## config.mk

```make
export PLATFORM = sky130hd
export DESIGN_NAME = maria_cpu_clock
export DESIGN_NICKNAME = d
export VERILOG_FILES = /design/src/rtl/maria_pkg.sv /design/src/rtl/cpu_phase_counter.sv /design/src/rtl/maria_cpu_clock.sv
export SDC_FILE = /design/constraint.sdc
export NUM_CORES = 1
export LEC_CHECK = 0
export BUFFER_PORTS_ARGS = -buffer_cell sky130_fd_sc_hd__buf_4
export CORE_AREA = 3 3 40 42
export CTS_BUF_LIST = sky130_fd_sc_hd__clkbuf_4
export CTS_CLUSTER_SIZE = 8
export DETAILED_ROUTE_END_ITERATION = 6
export DIE_AREA = 0 0 43 45
export GPL_TIMING_DRIVEN = 0
export PLACE_DENSITY = 0.8
export SLEW_MARGIN = 30
export SYNTH_ARGS = -nofsm -noshare
export SYNTH_HDL_FRONTEND = slang
export SYNTH_SLANG_ARGS = --single-unit
```

## constraint.sdc

```tcl
create_clock -name clk_sys -period 3.73 [get_ports clk_sys]
set_input_delay 0.5595 -clock clk_sys [delete_from_list [all_inputs] [get_ports clk_sys]]
set_output_delay 0.5595 -clock clk_sys [all_outputs]
set_load 0.03 [all_outputs]
```

## src/rtl/maria_pkg.sv

```systemverilog
`default_nettype none
// ============================================================================
//  Module      : maria_pkg
//  Description : Shared constants for the Maria CPU clock generator.
//  Revision    : 1.0 - initial release
// ============================================================================
package maria_pkg;

  // Master ticks per CPU cycle for fast and slow accesses
  localparam int CPU_FAST_TICKS = 4;
  localparam int CPU_SLOW_TICKS = 6;

  // Width of the tick index inside a CPU cycle
  localparam int TCNT_W = 3;

endpackage
`default_nettype wire

```

## src/rtl/cpu_phase_counter.sv

```systemverilog
`default_nettype none
// ============================================================================
//  Module      : cpu_phase_counter
//  Description : Counts Maria master ticks into 6502 bus cycles, producing the
//                phase-2 level, the end-of-cycle strobe and the latched length.
//  Revision    : 1.0 - initial release
// ============================================================================
module cpu_phase_counter
  import maria_pkg::*;
#(
  parameter int FAST_TICKS = CPU_FAST_TICKS,
  parameter int SLOW_TICKS = CPU_SLOW_TICKS
) (
  input  logic clk_sys,
  input  logic reset_n,
  input  logic i_tick,
  input  logic i_hold,
  input  logic i_sel_slow,
  output logic o_pclk0,
  output logic o_pclkp,
  output logic o_slow,
  output logic o_wrap
);

  localparam logic [TCNT_W-1:0] C_FAST = TCNT_W'(FAST_TICKS);
  localparam logic [TCNT_W-1:0] C_SLOW = TCNT_W'(SLOW_TICKS);

  logic [TCNT_W-1:0] r_tcnt;
  logic [TCNT_W-1:0] r_len;
  logic              r_slow;
  logic              r_pclk0;
  logic              r_pclkp;

  logic [TCNT_W-1:0] w_len_eff;
  logic [TCNT_W-1:0] w_last;
  logic [TCNT_W-1:0] w_half;
  logic [TCNT_W-1:0] w_tnext;
  logic              w_adv;
  logic              w_at_last;

  // Tick 0 uses the freshly sampled length so the half/last points of the
  // new cycle are right even before r_len has been updated.
  assign w_len_eff = (r_tcnt == '0) ? (i_sel_slow ? C_SLOW : C_FAST) : r_len;
  assign w_last    = w_len_eff - TCNT_W'(1);
  assign w_half    = w_len_eff >> 1;
  assign w_tnext   = r_tcnt + TCNT_W'(1);
  assign w_adv     = i_tick & ~i_hold;
  assign w_at_last = (r_tcnt == w_last);
  assign o_wrap    = w_adv & w_at_last;

  // Tick counter, length latch and phase outputs
  always_ff @(posedge clk_sys or negedge reset_n) begin
    if (!reset_n) begin
      r_tcnt  <= '0;
      r_len   <= C_FAST;
      r_slow  <= 1'b0;
      r_pclk0 <= 1'b0;
      r_pclkp <= 1'b0;
    end else begin
      r_pclkp <= 1'b0;
      if (w_adv) begin
        if (r_tcnt == '0) begin
          r_len  <= w_len_eff;
          r_slow <= i_sel_slow;
        end
        if (w_at_last) begin
          r_tcnt  <= '0;
          r_pclk0 <= 1'b0;
          r_pclkp <= 1'b1;
        end else begin
          r_tcnt <= w_tnext;
          if (w_tnext == w_half) begin
            r_pclk0 <= 1'b1;
          end
        end
      end
    end
  end

  assign o_pclk0 = r_pclk0;
  assign o_pclkp = r_pclkp;
  assign o_slow  = r_slow;

endmodule
`default_nettype wire

```

## src/rtl/maria_cpu_clock.sv

```systemverilog
`default_nettype none
// ============================================================================
//  Module      : maria_cpu_clock
//  Description : 6502 bus-cycle phase generator for Maria: fast/slow cycles,
//                WSYNC stall on RDY and DMA suspension at cycle boundaries.
//  Revision    : 1.0 - initial release
// ============================================================================
module maria_cpu_clock
  import maria_pkg::*;
#(
  parameter int FAST_TICKS = CPU_FAST_TICKS,
  parameter int SLOW_TICKS = CPU_SLOW_TICKS
) (
  input  logic clk_sys,
  input  logic reset_n,
  input  logic mclk0,
  input  logic sel_slow_clock,
  input  logic wsync,
  input  logic line_end,
  input  logic dma_req,
  output logic pclk0,
  output logic pclkp,
  output logic rdy,
  output logic dma_grant,
  output logic slow_cycle
);

  logic r_wsync_pend;
  logic r_granted;
  logic r_rdy;
  logic w_wrap;
  logic w_pend_nxt;

  // wsync beats a coincident line_end so the stall carries to the next line
  assign w_pend_nxt = wsync | (r_wsync_pend & ~line_end);

  cpu_phase_counter #(
    .FAST_TICKS (FAST_TICKS),
    .SLOW_TICKS (SLOW_TICKS)
  ) u_phase (
    .clk_sys    (clk_sys),
    .reset_n    (reset_n),
    .i_tick     (mclk0),
    .i_hold     (r_granted),
    .i_sel_slow (sel_slow_clock),
    .o_pclk0    (pclk0),
    .o_pclkp    (pclkp),
    .o_slow     (slow_cycle),
    .o_wrap     (w_wrap)
  );

  // WSYNC pending flag, updated even while the bus is granted
  always_ff @(posedge clk_sys or negedge reset_n) begin
    if (!reset_n) begin
      r_wsync_pend <= 1'b0;
    end else begin
      r_wsync_pend <= w_pend_nxt;
    end
  end

  // RDY and DMA grant change only at cycle boundaries or on grant release
  always_ff @(posedge clk_sys or negedge reset_n) begin
    if (!reset_n) begin
      r_granted <= 1'b0;
      r_rdy     <= 1'b1;
    end else if (r_granted) begin
      if (!dma_req) begin
        r_granted <= 1'b0;
        r_rdy     <= ~w_pend_nxt;
      end
    end else if (w_wrap) begin
      r_rdy <= ~w_pend_nxt;
      if (dma_req) begin
        r_granted <= 1'b1;
      end
    end
  end

  assign rdy       = r_rdy;
  assign dma_grant = r_granted;

endmodule
`default_nettype wire
```

# Word level (Yosys, flattened, before mapping)
# Index checks and enable logic that the tools add are counted.
dict set report totals {
  ff_bits 12
  latch_bits 0
  ram_bits 0
  mem_bits_ro 0
  inputBits 7
  wordCells 39
  n_memories 0
}
dict set report classes {
  addsub 2
  n_mul 0
  div 0
  magnitude_cmp 0
  eq_ne 3
  shifts 0
  muxes 13
  bitwise_logic 7
  reduce_logical 6
}
# operator count
set op_table {}
lappend op_table {{2-to-1 mux 1 bit} 10}
lappend op_table {{2-to-1 mux 3 bit} 2}
lappend op_table {{AND reduction 2 bit} 3}
lappend op_table {{nonzero test 2 bit} 2}
lappend op_table {{adder 3 x 1 -> 3 bit, second input constant} 1}
lappend op_table {{AND 1 bit} 3}
lappend op_table {{== test 3 x 2 -> 1 bit} 1}
lappend op_table {{== test 3 bit} 1}
lappend op_table {{zero test 3 bit} 1}
lappend op_table {{NOT 1 bit} 3}
lappend op_table {{subtractor 3 x 1 -> 3 bit, second input constant} 1}
lappend op_table {{2-to-1 mux 2 bit} 1}
lappend op_table {{!= test 2 bit, second input constant} 1}
lappend op_table {{bitwise OR 1 bit} 1}

# Longest topological paths before layout
# Gate-level depths: netlist of run 1.
dict set report depth {
  word_depth 7
  mapped_depth 10
}

# By module
# A second synthesis of run 1 with hierarchy kept.
dict set report hier_totals {
  cells_unflattened 58
  area_unflattened_um2 666.9
}
# module n_inst cells_each area_per_inst_um2
set by_module_without_submodules {}
lappend by_module_without_submodules {cpu_phase_counter 1 48 549.3}
lappend by_module_without_submodules {maria_cpu_clock 1 10 117.6}

# Worst setup path before layout of run 1
# Ideal clock, no wire load.
dict set report synth_path {
  kind {flip-flop to flip-flop}
  start {register u_phase.r_tcnt[0]}
  end {register r_rdy, in the netlist rdy}
  setup_ns 0.075
  arrival_ns 2.307
  required_time_ns 3.655
  slack_ns 1.349
  path_stages_with_launch 11
  path_buffers 0
  synth_period_minus_slack_ns 2.381
  cell_sequence {dfrtp_1 -> inv_1 -> ha_1 -> nand2b_2 -> mux2i_1 -> ha_1 -> xnor2_1 -> a311oi_2 -> o2111ai_2 -> o22ai_2 -> mux2i_1}
}
dict set report synth_via {
  elab_chain_cells 7
}
# item line_no
set synth_lines {}
lappend synth_lines {{from (decl)} cpu_phase_counter.sv:28} ;# logic [TCNT_W-1:0] r_tcnt;
lappend synth_lines {{from (signal assigned)} cpu_phase_counter.sv:71} ;# r_tcnt <= w_tnext;
lappend synth_lines {{zero test 3 bit} cpu_phase_counter.sv:43} ;# assign w_len_eff = (r_tcnt == '0) ? (i_sel_slow ? C_SLOW : C_FAST) : r_len;
lappend synth_lines {{2-to-1 mux 3 bit} cpu_phase_counter.sv:43}
lappend synth_lines {{subtractor 3 x 1 -> 3 bit} cpu_phase_counter.sv:44} ;# assign w_last = w_len_eff - TCNT_W'(1);
lappend synth_lines {{== test 3 bit (*)} cpu_phase_counter.sv:48} ;# assign w_at_last = (r_tcnt == w_last);
lappend synth_lines {{AND 1 bit (*)} cpu_phase_counter.sv:49} ;# assign o_wrap = w_adv & w_at_last;
lappend synth_lines {{nonzero test 2 bit (no line) (*)} n/a}
lappend synth_lines {{AND reduction 2 bit (no line) (*)} n/a}
lappend synth_lines {{to (signal assigned)} maria_cpu_clock.sv:69} ;# r_rdy <= ~w_pend_nxt;
lappend synth_lines {{to (signal assigned)} maria_cpu_clock.sv:72} ;# r_rdy <= ~w_pend_nxt;
lappend synth_lines {{to (decl)} maria_cpu_clock.sv:30} ;# logic r_rdy;
# Every way passes the cells marked *; elsewhere a longest branch is shown, timed or not.
# A chain may end at the register's enable or synchronous reset.

# Worst setup path in the final report of run 1
# Ends and elaborated chain as after synthesis.

==> results of run 1 <==
==> worst max-delay path: cells and delay by family (launching register included) <==
family	cells	cell delay, ps
AO/OA/AOI/OAI	3	690
adder cells (fa/ha/maj)	2	570
multiplexers	2	500
flip-flops	1	440
AND/OR/NAND/NOR	1	130
XOR/XNOR	1	130
buffers and inverters	1	120
==> routing by layer <==
| metal | GRT usage | up-vias | wire length [um] |
|---|---|---|---|
| li1 | - | 258 | - |
| met1 | 0.1742 | 236 | 592 |
| met2 | 0.2904 | 19 | 646 |
| met3 | 0.05976 | 4 | 84 |
| met4 | 0.09036 | 0 | 22 |
| met5 | 0 | - | 0 |
==> sequential cells by signal (all words and copies together), names as in the netlist <==
name and count:
u_phase.o_slow 1, u_phase.o_pclk0 1, u_phase.r_tcnt 3, u_phase.o_pclkp 1, u_phase.r_len 3, dma_grant 1, r_wsync_pend 1, rdy 1
==> layout by cell type, fill, tap and decap left out <==
cell       netlist  routed
nor2b_1          2       2
o2111ai_2        1       1
o22ai_2          1       1
a21oi_1          1       1
buf_4            1      12
nor3_1           2       2
clkbuf_4         0       3
o31ai_2          1       1
nand2_1          5       5
ha_1             3       3
nor2_2           1       1
mux2i_1          2       2
o21ai_0          4       4
dfrtp_1         10      10
nor3b_2          1       1
or3b_1           1       1
a21o_1           1       1
o22ai_1          1       1
nor2_1           4       4
o21ai_1          1       1
and2b_1          1       1
a311oi_2         1       1
xnor2_1          3       3
nand2b_2         1       1
mux2_2           2       2
nand3_1          4       4
clkinv_1         0       1
a31oi_1          1       1
dfstp_2          2       2
inv_1            5       5
o311ai_1         1       1
or2_2            1       1
==> power groups by stage <==
| stage | clock network (mW) | registers [mW] | logic, mW |
|---|---|---|---|
| after floorplan | 0 | 0.253 | 0.293 |
| after global placement | 0 | 0.213 | 0.416 |
| after detailed placement | 0 | 0.216 | 0.430 |
| after CTS | 0.0910 | 0.214 | 0.433 |
| after global routing | 0.0981 | 0.219 | 0.472 |
| final | 0.0883 | 0.213 | 0.430 |
==> worst paths after layout <==
check                                              start                            end  slack, ps  cells after the start
max                        u_phase.r_tcnt[0]$_DFFE_PN0P_                rdy$_DFFE_PN1P_       1070                     10
min                                              reset_n  u_phase.r_tcnt[2]$_DFFE_PN0P_         90                      1
max reg2reg                u_phase.r_tcnt[0]$_DFFE_PN0P_                rdy$_DFFE_PN1P_       1070                     10
min reg2reg                              rdy$_DFFE_PN1P_                rdy$_DFFE_PN1P_        480                      2
max in group asynchronous                        reset_n   u_phase.r_len[2]$_DFFE_PN1P_       3400                      1
min in group clk_sys                     rdy$_DFFE_PN1P_                rdy$_DFFE_PN1P_        480                      2
==> per-stage QoR <==
stage	setup slack (ps)	hold WS [ps]
detailed placement	1075	402.0
global placement	1084	400.9
floorplan	1349	263.9
CTS	1045	90.74
finish	1067	93.74
global route	831.3	86.71
==> logic make-up after synthesis <==
| kind of cell | Yosys count | synth area share |
|---|---|---|
| DFF | 12 | 0.4481 |
| xor gates and xnor gates | 3 | 0.03890 |
| and+or+nand+nor | 23 | 0.1871 |
| buffers and inverters | 6 | 0.03890 |
| adders and majority gates | 3 | 0.05556 |
| AOI/OAI and AO/OA | 14 | 0.1685 |
| muxes | 4 | 0.06296 |
==> final cells by class <==
type / count / area [um2]
Fill cell: 104 / 481.7
Tap cell: 15 / 18.77
Clock buffer: 3 / 22.52
Sequential cell: 12 / 302.8
Buffer: 1 / 7.507
Multi-Input combinational cell: 47 / 346.6
Clock inverter: 1 / 3.754
Timing Repair Buffer: 11 / 82.58
Inverter: 5 / 18.77
==> flow_summary_export.csv, run 1 <==
group,metric,value,unit
layout,nNetsFinal,91,
setup_path,worstPathCellList,"inv_1, ha_1, nand2b_2, mux2i_1, ha_1, xnor2_1, a311oi_2, o2111ai_2, o22ai_2, mux2i_1",
worst_hold_path,hold_class,"input pin to asynchronous set/reset pin",
drt,route.detailed.drc,0,
yosys,ys_ff_latch,12,
yosys,synth_fp_nets,75,
power_and_ir_drop,clkPwrFrac,0.121,
sta,setup_violations,0,
drt,wl_per_cell,14.17,um
yosys,syn_area,675.6,um2
drt,finalWirelength,1346,um
die,dieArea,0.001935,mm2
die,ios,12,
setup_path,worst_path_max_delay_cell,"dfrtp_1",
global_routing,grt_pass1_wl,2256,um
yosys,synth_top_area_share,0.3704,
clocking,cts_resized,0,
die,fp.dieH,45,um
power_and_ir_drop,pwr-share-comb,0.588,
layout,num_antenna_cells,0,
outcome,status,"completed",
layout,instances_no_fill,95,
sta,rsz0062_at_grt,"no",
setup_path,cp_max_fo,5,
clocking,cts.sink_count,12,
power_and_ir_drop,power_switching,0.3211,mW
sta,slew_violations,0,
drt,dr.pass1.iters,5,
power_and_ir_drop,peakVddDrop,0.4421,mV
sta,finalHoldViolCount,0,
setup_path,cp_data_required_time,3950,ps
sta,post-route-min-period,2663,ps
clocking,cts_tree,"yes",
layout,finish.instance_area,803.3,um2
power_and_ir_drop,p_per_area,910.5,mW/mm2
yosys,yosysMostFrequentCell,"dfrtp_1",
sta,slew_headroom,0.7225,
clocking,ctsLongestPathBuffers,2,
layout,syn_to_final_growth,18.89,%
power_and_ir_drop,seq_power_share,0.292,
yosys,syn_inst,65,
setup_path,critical_path_class,"register to register",
layout,drive_above_1_share,0.3375,
setup_path,critical_path.max_stage_delay,440,ps
die,start_util,0.5258,
job,drv_cap,0,
global_routing,antenna_found_initial,0,
placed_design,place_inst,91,
sta,skew,4.476,ps
yosys,yosysSeqAreaShare,0.4481,
clocking,cts_buffers,3,
drt,vias,517,
drt,ant_nets,0,
sta,fin_crit_sh,0.7140,
setup_path,worst_setup_path_end_kind,"register",
global_routing,grt_remaining_overflow,0,
clocking,root_buffer,"clkbuf_4",
yosys,yosys.area.top_type,"dfrtp_1",
yosys,yosysWarnings,0,
global_routing,grt_pass1_vias,508,
yosys,async_reset_ff_frac,1.000,
placed_design,hpwl,1008,um
placed_design,dpl_cell_area,777.0,um2
setup_path,cp.arrival,2880,ps
global_routing,grt_usage,0.1658,
power_and_ir_drop,p_leak,0.3600,nW
sta,tightest_slew,415.4,ps
global_routing,grt_max_degree,13,
placed_design,io_buffers,11,
drt,vias_per_cell,5.442,
placed_design,place_congestion,0.7962,
die,fp-row-count,13,
clocking,clkTransAtPathRegs,80,ps
yosys,synth_area_leaders,"dfrtp_1 (37%), dfstp_2 (7.8%), ha_1 (5.6%)",
layout,final_util,0.6251,
die,die_x,43,um
yosys,synth_cell_types,30,
yosys,synth-main-ff-cell,"dfrtp_1",
power_and_ir_drop,p_sw_frac,0.4391,
sta,setup_tns,0,ps
drt,drtIter0Drc,8,
yosys,synth_edf_count,0,
clocking,hold_buffers,0,
sta,max_freq,375.5,MHz
yosys,synth.cells.most_frequent,"dfrtp_1 (10), inv_1 (5), nand2_1 (5)",
power_and_ir_drop,p_total,0.7313,mW
clocking,cts_setup_buffers,0,
yosys,syn_area_per_cell,10.39,um2
clocking,h-tree-depth,1,
power_and_ir_drop,intPower,0.4102,mW
die,placeableCoreArea,0.001285,mm2
setup_path,start_kind,"register",
clocking,clock_latency,290,ps
(Power assumes the default switching activity.)
==> inputs of run 2 (changes only) <==
- ABC_AREA: default -> 1
- PLACE_DENSITY: 0.8 -> 0.83
- clock period: 3.73 -> 2.6 ns (I/O delays scaled with it)
==> run 2 against run 1 <==
Against the previous run: global-route usage is 0.98 points lower; critical path type unchanged; die area stayed put; power is 37% higher; utilization is 3.1 points higher; cell area is 5.0% higher; clock power is 26% higher; first-iteration DRC count is 13% lower; fmax is 25% higher; sequential cell count stayed put; via count is 14% higher; clock skew is 0.56 ps lower; combinational power is 33% higher.
==> flow_summary_export.csv, run 2 <==
group,metric,value,unit
outcome,status,"completed",
layout,syn_to_final_growth,19.50,%
yosys,syn_area,705.7,um2
die,start_util,0.5492,
clocking,ctsLongestPathBuffers,2,
yosys,ys_ff_latch,12,
drt,wl_per_cell,9.921,um
setup_path,start_kind,"register",
drt,route.detailed.drc,0,
yosys,yosys.area.top_type,"dfrtp_1",
power_and_ir_drop,pwr-share-comb,0.572,
clocking,cts_tree,"yes",
global_routing,grt_remaining_overflow,0,
die,ios,12,
power_and_ir_drop,seq_power_share,0.318,
sta,max_freq,469.6,MHz
worst_hold_path,hp-start,"wsync",
yosys,yosysMostFrequentCell,"nand2_1",
die,die_x,43,um
power_and_ir_drop,peakVddDrop,0.7450,mV
clocking,clock_latency,260,ps
sta,tightest_slew,267.6,ps
drt,vias,588,
sta,slew_headroom,0.8214,
global_routing,antenna_found_initial,0,
yosys,synth.cells.most_frequent,"nand2_1 (35), inv_1 (18), dfrtp_1 (10), nor2_1 (7)",
placed_design,place_congestion,0.7200,
yosys,synth_edf_count,0,
yosys,synth_area_leaders,"dfrtp_1 (35%), nand2_1 (19%), inv_1 (9.6%)",
clocking,cts_setup_buffers,0,
sta,skew,3.920,ps
sta,fin_crit_sh,0.8190,
global_routing,grt_usage,0.1561,
yosys,syn_inst,95,
sta,rsz0062_at_grt,"no",
yosys,synth_top_area_share,0.3546,
power_and_ir_drop,clkPwrFrac,0.111,
drt,vias_per_cell,4.667,
layout,nNetsFinal,122,
placed_design,io_buffers,11,
layout,final_common_cell,"nand2_1",
setup_path,cp_max_fo,7,
die,fp.dieH,45,um
sta,setup_tns,0,ps
layout,multiInputGateArea,322.8,um2
setup_path,regToRegSetupSlack,470,ps
yosys,synth-main-ff-cell,"dfrtp_1",
yosys,synth_cell_types,19,
drt,drtIter0Drc,7,
die,dieArea,0.001935,mm2
layout,fillCellCount,113,
setup_path,timing.rr.start,"u_phase.r_tcnt[0]$_DFFE_PN0P_",
setup_path,cp.arrival,2260,ps
drt,finalWirelength,1250,um
yosys,yosysSeqAreaShare,0.4291,
layout,finish.instance_area,843.3,um2
power_and_ir_drop,p_per_area,1187,mW/mm2
global_routing,grt_pass1_wl,2242,um
die,fp-row-count,13,
clocking,clkTransAtPathRegs,70,ps
yosys,synth_fp_nets,105,
job,drv_cap,0,
layout,num_antenna_cells,0,
placed_design,dpl_cell_area,807.0,um2
worst_hold_path,hold_class,"input pin to register",
layout,seq_area,302.8,um2
power_and_ir_drop,p_leak,0.4905,nW
sta,hold-worst-slack,327.2,ps
layout,drive_above_1_share,0.2432,
setup_path,cp_data_required_time,2740,ps
global_routing,grt_max_degree,13,
sta,finalHoldViolCount,0,
global_routing,grt_pass1_vias,543,
sta,setup_violations,0,
sta,post-route-min-period,2130,ps
clocking,h-tree-depth,1,
yosys,yosysWarnings,0,
layout,layout.cells.most_common_list,"nand2_1 (35), inv_1 (18), buf_4 (11)",
layout,reg_top3,"u_phase.r_len x3, u_phase.r_tcnt x3",
die,placeableCoreArea,0.001285,mm2
setup_path,critical_path_class,"register to register",
setup_path,critical_path.startpoint,"u_phase.r_tcnt[0]$_DFFE_PN0P_",
clocking,cts_buffers,3,
power_and_ir_drop,power_switching,0.4792,mW
setup_path,worst_setup_path_end_kind,"register",
clocking,cts.sink_count,12,
placed_design,hpwl,1075,um
drt,ant_nets,0,
yosys,syn_area_per_cell,7.428,um2
clocking,root_buffer,"clkbuf_4",
yosys,async_reset_ff_frac,1.000,
power_and_ir_drop,intPower,0.5222,mW
drt,dr.pass1.iters,5,
sta,slew_violations,0,
power_and_ir_drop,p_sw_frac,0.4785,
[run 2: cell count changes after synthesis, moves of 3 or more]
cell     before  now
o21ai_0       4    1
nor2_1        4    7
inv_1         5   18
nand2_1       5   35
[run 2: layout make-up]
class | count | area share
clock buffer | 3 | 0.02671
multi-input combinational | 62 | 0.3828
clock inverter | 1 | 0.004451
inverter | 21 | 0.09496
timing repair buffer | 12 | 0.1098
tap | 15 | 0.02226
sequential | 12 | 0.3590
[run 2: repair_timing]
item	CTS	global route
endpoints found under the hold margin	10	0
gates resized for setup	0	0
hold buffers	1	0
[run 2: through the flow]
| stage | instances | util | setup WS [ps] | total power, mW |
|---|---|---|---|---|
| floorplan | 95 | - | 684.4 | 0.7565 |
| CTS | 126 | 0.6563 | 461.5 | 1.015 |
| global route | 126 | 0.6563 | 238.3 | 1.103 |
| finish | 126 | 0.6563 | 470.5 | 1.001 |
| global placement | 121 | 0.6280 | 552.8 | 0.8673 |
| detailed placement | 121 | 0.6280 | 480.9 | 0.9012 |
[run 2: kinds of logic (layout without fill, tap and decap cells)]
family	Yosys count	in the layout	share of synthesized area
flops	12	12	0.4291
simple gates	52	52	0.3440
fa+ha+maj	3	3	0.05320
xor+xnor	1	1	0.01241
buf+inv	21	37	0.1135
compound gates	6	6	0.04785
[run 2: worst paths after layout]
kind / endpoint / depth (start not counted)
hold reg to reg: r_wsync_pend$_DFF_PN0_ / 2
max in group asynchronous: u_phase.r_len[2]$_DFFE_PN1P_ / 2
setup reg to reg: u_phase.r_tcnt[0]$_DFFE_PN0P_ / 15
min in group asynchronous: dma_grant$_DFF_PN0_ / 2
hold / removal: r_wsync_pend$_DFF_PN0_ / 3
setup / recovery: u_phase.r_tcnt[0]$_DFFE_PN0P_ / 15
[run 2: power groups by stage]
stage / sequential, mW / combinational [mW] / clock, mW
after floorplan: 0.371 / 0.386 / 0
after global placement: 0.318 / 0.550 / 0
after detailed placement: 0.322 / 0.579 / 0
after CTS: 0.318 / 0.582 / 0.115
after global routing: 0.330 / 0.648 / 0.125
final: 0.318 / 0.573 / 0.111
[run 2: routing by layer]
| layer | wire length, um | track usage | up-vias |
|---|---|---|---|
| met2 | 662 | 0.2874 | 9 |
| met4 | 14 | 0.07229 | 0 |
| met1 | 544 | 0.1858 | 263 |
| met3 | 29 | 0.01195 | 2 |
| li1 | - | - | 314 |
| met5 | 0 | 0 | - |
[run 2: critical path, stage by stage (launching register included)]
cell     delay [ps]
dfrtp_1         470
inv_1           100
ha_1            250
nand2_4         120
nand2_1          70
nand2_1          90
inv_1            50
ha_1            280
inv_1            60
nand2_1          40
nand2_1          60
nand2_1          80
nor2_4          120
nand2_1          60
nand2_1          80
o21ai_1          70
==> inputs of run 3 (changes only) <==
- clock period: 2.6 -> 2 ns (I/O delays scaled with it)
==> run 3 against run 2 <==
Against the previous run: sequential power grew 26%; sequential cell count unchanged; combinational power up 56%; clock skew down 0.93 ps; hold slack worse by 86 ps; critical path depth up 1; clock power grew 32%; setup slack worse by 340 ps; highest routed layer unchanged; count of clock-buffer cells in the layout is the same; via count grew 0.85%.
==> flow_summary_export.csv, run 3 (synthesized netlist as in run 2, its figures left out) <==
group,metric,value,unit
layout,fillCellCount,103,
clocking,cts_tree,"yes",
layout,reg_top3,"u_phase.r_len x3, u_phase.r_tcnt x3",
sta,finalHoldViolCount,0,
placed_design,io_buffers,11,
layout,final_common_cell,"nand2_1",
global_routing,grt_pass1_wl,2318,um
power_and_ir_drop,p_per_area,1605,mW/mm2
sta,max_freq,535.5,MHz
global_routing,grt_max_degree,13,
die,dieArea,0.001935,mm2
sta,fin_crit_sh,0.9337,
die,fp.dieH,45,um
setup_path,worst_setup_path_end_kind,"register",
drt,ant_nets,0,
drt,route.detailed.drc,0,
drt,wl_per_cell,10.54,um
setup_path,cp.arrival,2080,ps
clocking,root_buffer,"clkbuf_4",
sta,skew,2.993,ps
global_routing,antenna_found_initial,0,
drt,drtIter0Drc,8,
setup_path,start_kind,"register",
drt,vias_per_cell,4.633,
clocking,cts_buffers,3,
layout,drive_above_1_share,0.3717,
layout,num_antenna_cells,0,
power_and_ir_drop,p_leak,0.4978,nW
sta,setup_slack,132.6,ps
sta,setup_violations,0,
power_and_ir_drop,peakVddDrop,1.043,mV
die,die_x,43,um
layout,instances_no_fill,128,
clocking,ctsLongestPathBuffers,2,
clocking,h-tree-depth,1,
die,fp-row-count,13,
sta,post-route-min-period,1867,ps
die,ios,12,
power_and_ir_drop,p_total,1.440,mW
clocking,clkTransAtPathRegs,70,ps
sta,hold-worst-slack,241.4,ps
sta,tightest_slew,284.9,ps
setup_path,cp_data_required_time,2210,ps
setup_path,critical_path_class,"register to register",
drt,finalWirelength,1349,um
drt,vias,593,
sta,slew_headroom,0.8099,
layout,nNetsFinal,124,
outcome,status,"completed",
global_routing,grt_usage,0.1620,
placed_design,hpwl,1075,um
drt,dr.pass1.iters,4,
global_routing,grt_pass1_vias,568,
layout,syn_to_final_growth,27.13,%
job,drv_cap,0,
placed_design,place_inst,121,
sta,slew_violations,0,
placed_design,place_congestion,0.7200,
layout,layout.cells.most_common_list,"nand2_1 (31), inv_1 (13), buf_4 (13)",
die,placeableCoreArea,0.001285,mm2
worst_hold_path,hold_class,"input pin to register",
placed_design,dp_slack,-119.1,ps
clocking,clock_latency,260,ps
global_routing,grt_remaining_overflow,0,
clocking,cts.sink_count,12,
die,start_util,0.5492,
sta,rsz0062_at_grt,"yes",
setup_path,cp_max_fo,5,
-- run 3: critical path: stages (launching register included) --
cell     delay (ps)
dfrtp_1         390
inv_2            90
ha_4            150
inv_2            30
nor2_1           80
nand2_1          80
nand2_2          80
inv_2            40
ha_4            250
nand2_1          50
nand2_1          70
nand2_2          60
nor2_4          130
nand3_4         100
nand2_2          90
nand2_2          40
nand2_1          60
-- run 3: final cells by class --
class,count,area [um2],share of cell area
Clock buffer,3,22.52,0.02510
Clock inverter,1,3.754,0.004184
Inverter,21,80.08,0.08926
Multi-Input combinational cell,62,360.3,0.4017
Sequential cell,12,304.0,0.3389
Tap cell,15,18.77,0.02092
Timing Repair Buffer,14,107.6,0.1199
-- run 3: final timing paths --
| check | startpoint | end | slack, ps | cells past startpoint |
|---|---|---|---|---|
| max | u_phase.r_tcnt[1]$_DFFE_PN0P_ | rdy$_DFFE_PN1P_ | 130 | 16 |
| min | wsync | r_wsync_pend$_DFF_PN0_ | 240 | 3 |
| max reg2reg | u_phase.r_tcnt[1]$_DFFE_PN0P_ | rdy$_DFFE_PN1P_ | 130 | 16 |
| min reg2reg | u_phase.o_slow$_DFFE_PN0P_ | u_phase.o_slow$_DFFE_PN0P_ | 500 | 2 |
| max in group asynchronous | reset_n | u_phase.r_len[2]$_DFFE_PN1P_ | 1360 | 2 |
| min in group asynchronous | reset_n | dma_grant$_DFF_PN0_ | 410 | 2 |
-- run 3: timing repair --
action,in CTS,in global routing
endpoints found under the setup margin,7,7
hold buffers,1,0
pin swaps,0,9
buffers inserted,2,0
resized for setup,2,12
hold endpoints to repair,10,0
-- run 3: metal layers --
metal / GRT usage / up-vias / wire length (um)
met5: 0 / - / 0
met4: 0.09036 / 0 / 28
met3: 0.01195 / 4 / 34
met2: 0.2964 / 9 / 692
met1: 0.1883 / 264 / 594
li1: - / 316 / -
-- run 3: power by group --
group	switching, mW	leakage, nW	total (mW)	internal [mW]
logic	0.537	0.338	0.894	0.357
clock network	0.0738	0.0154	0.146	0.0720
registers	0.0662	0.145	0.400	0.334
total	0.677	0.498	1.44	0.762
-- run 3: stage by stage --
| step | area (um2) | util | setup TNS, ps |
|---|---|---|---|
| after floorplan | 705.7 | - | 0 |
| after global placement | 807.0 | 0.6280 | -216.5 |
| after detailed placement | 807.0 | 0.6280 | -642.4 |
| after CTS | 862.1 | 0.6709 | 0 |
| after global routing | 897.1 | 0.6982 | -12.40 |
| final | 897.1 | 0.6982 | 0 |
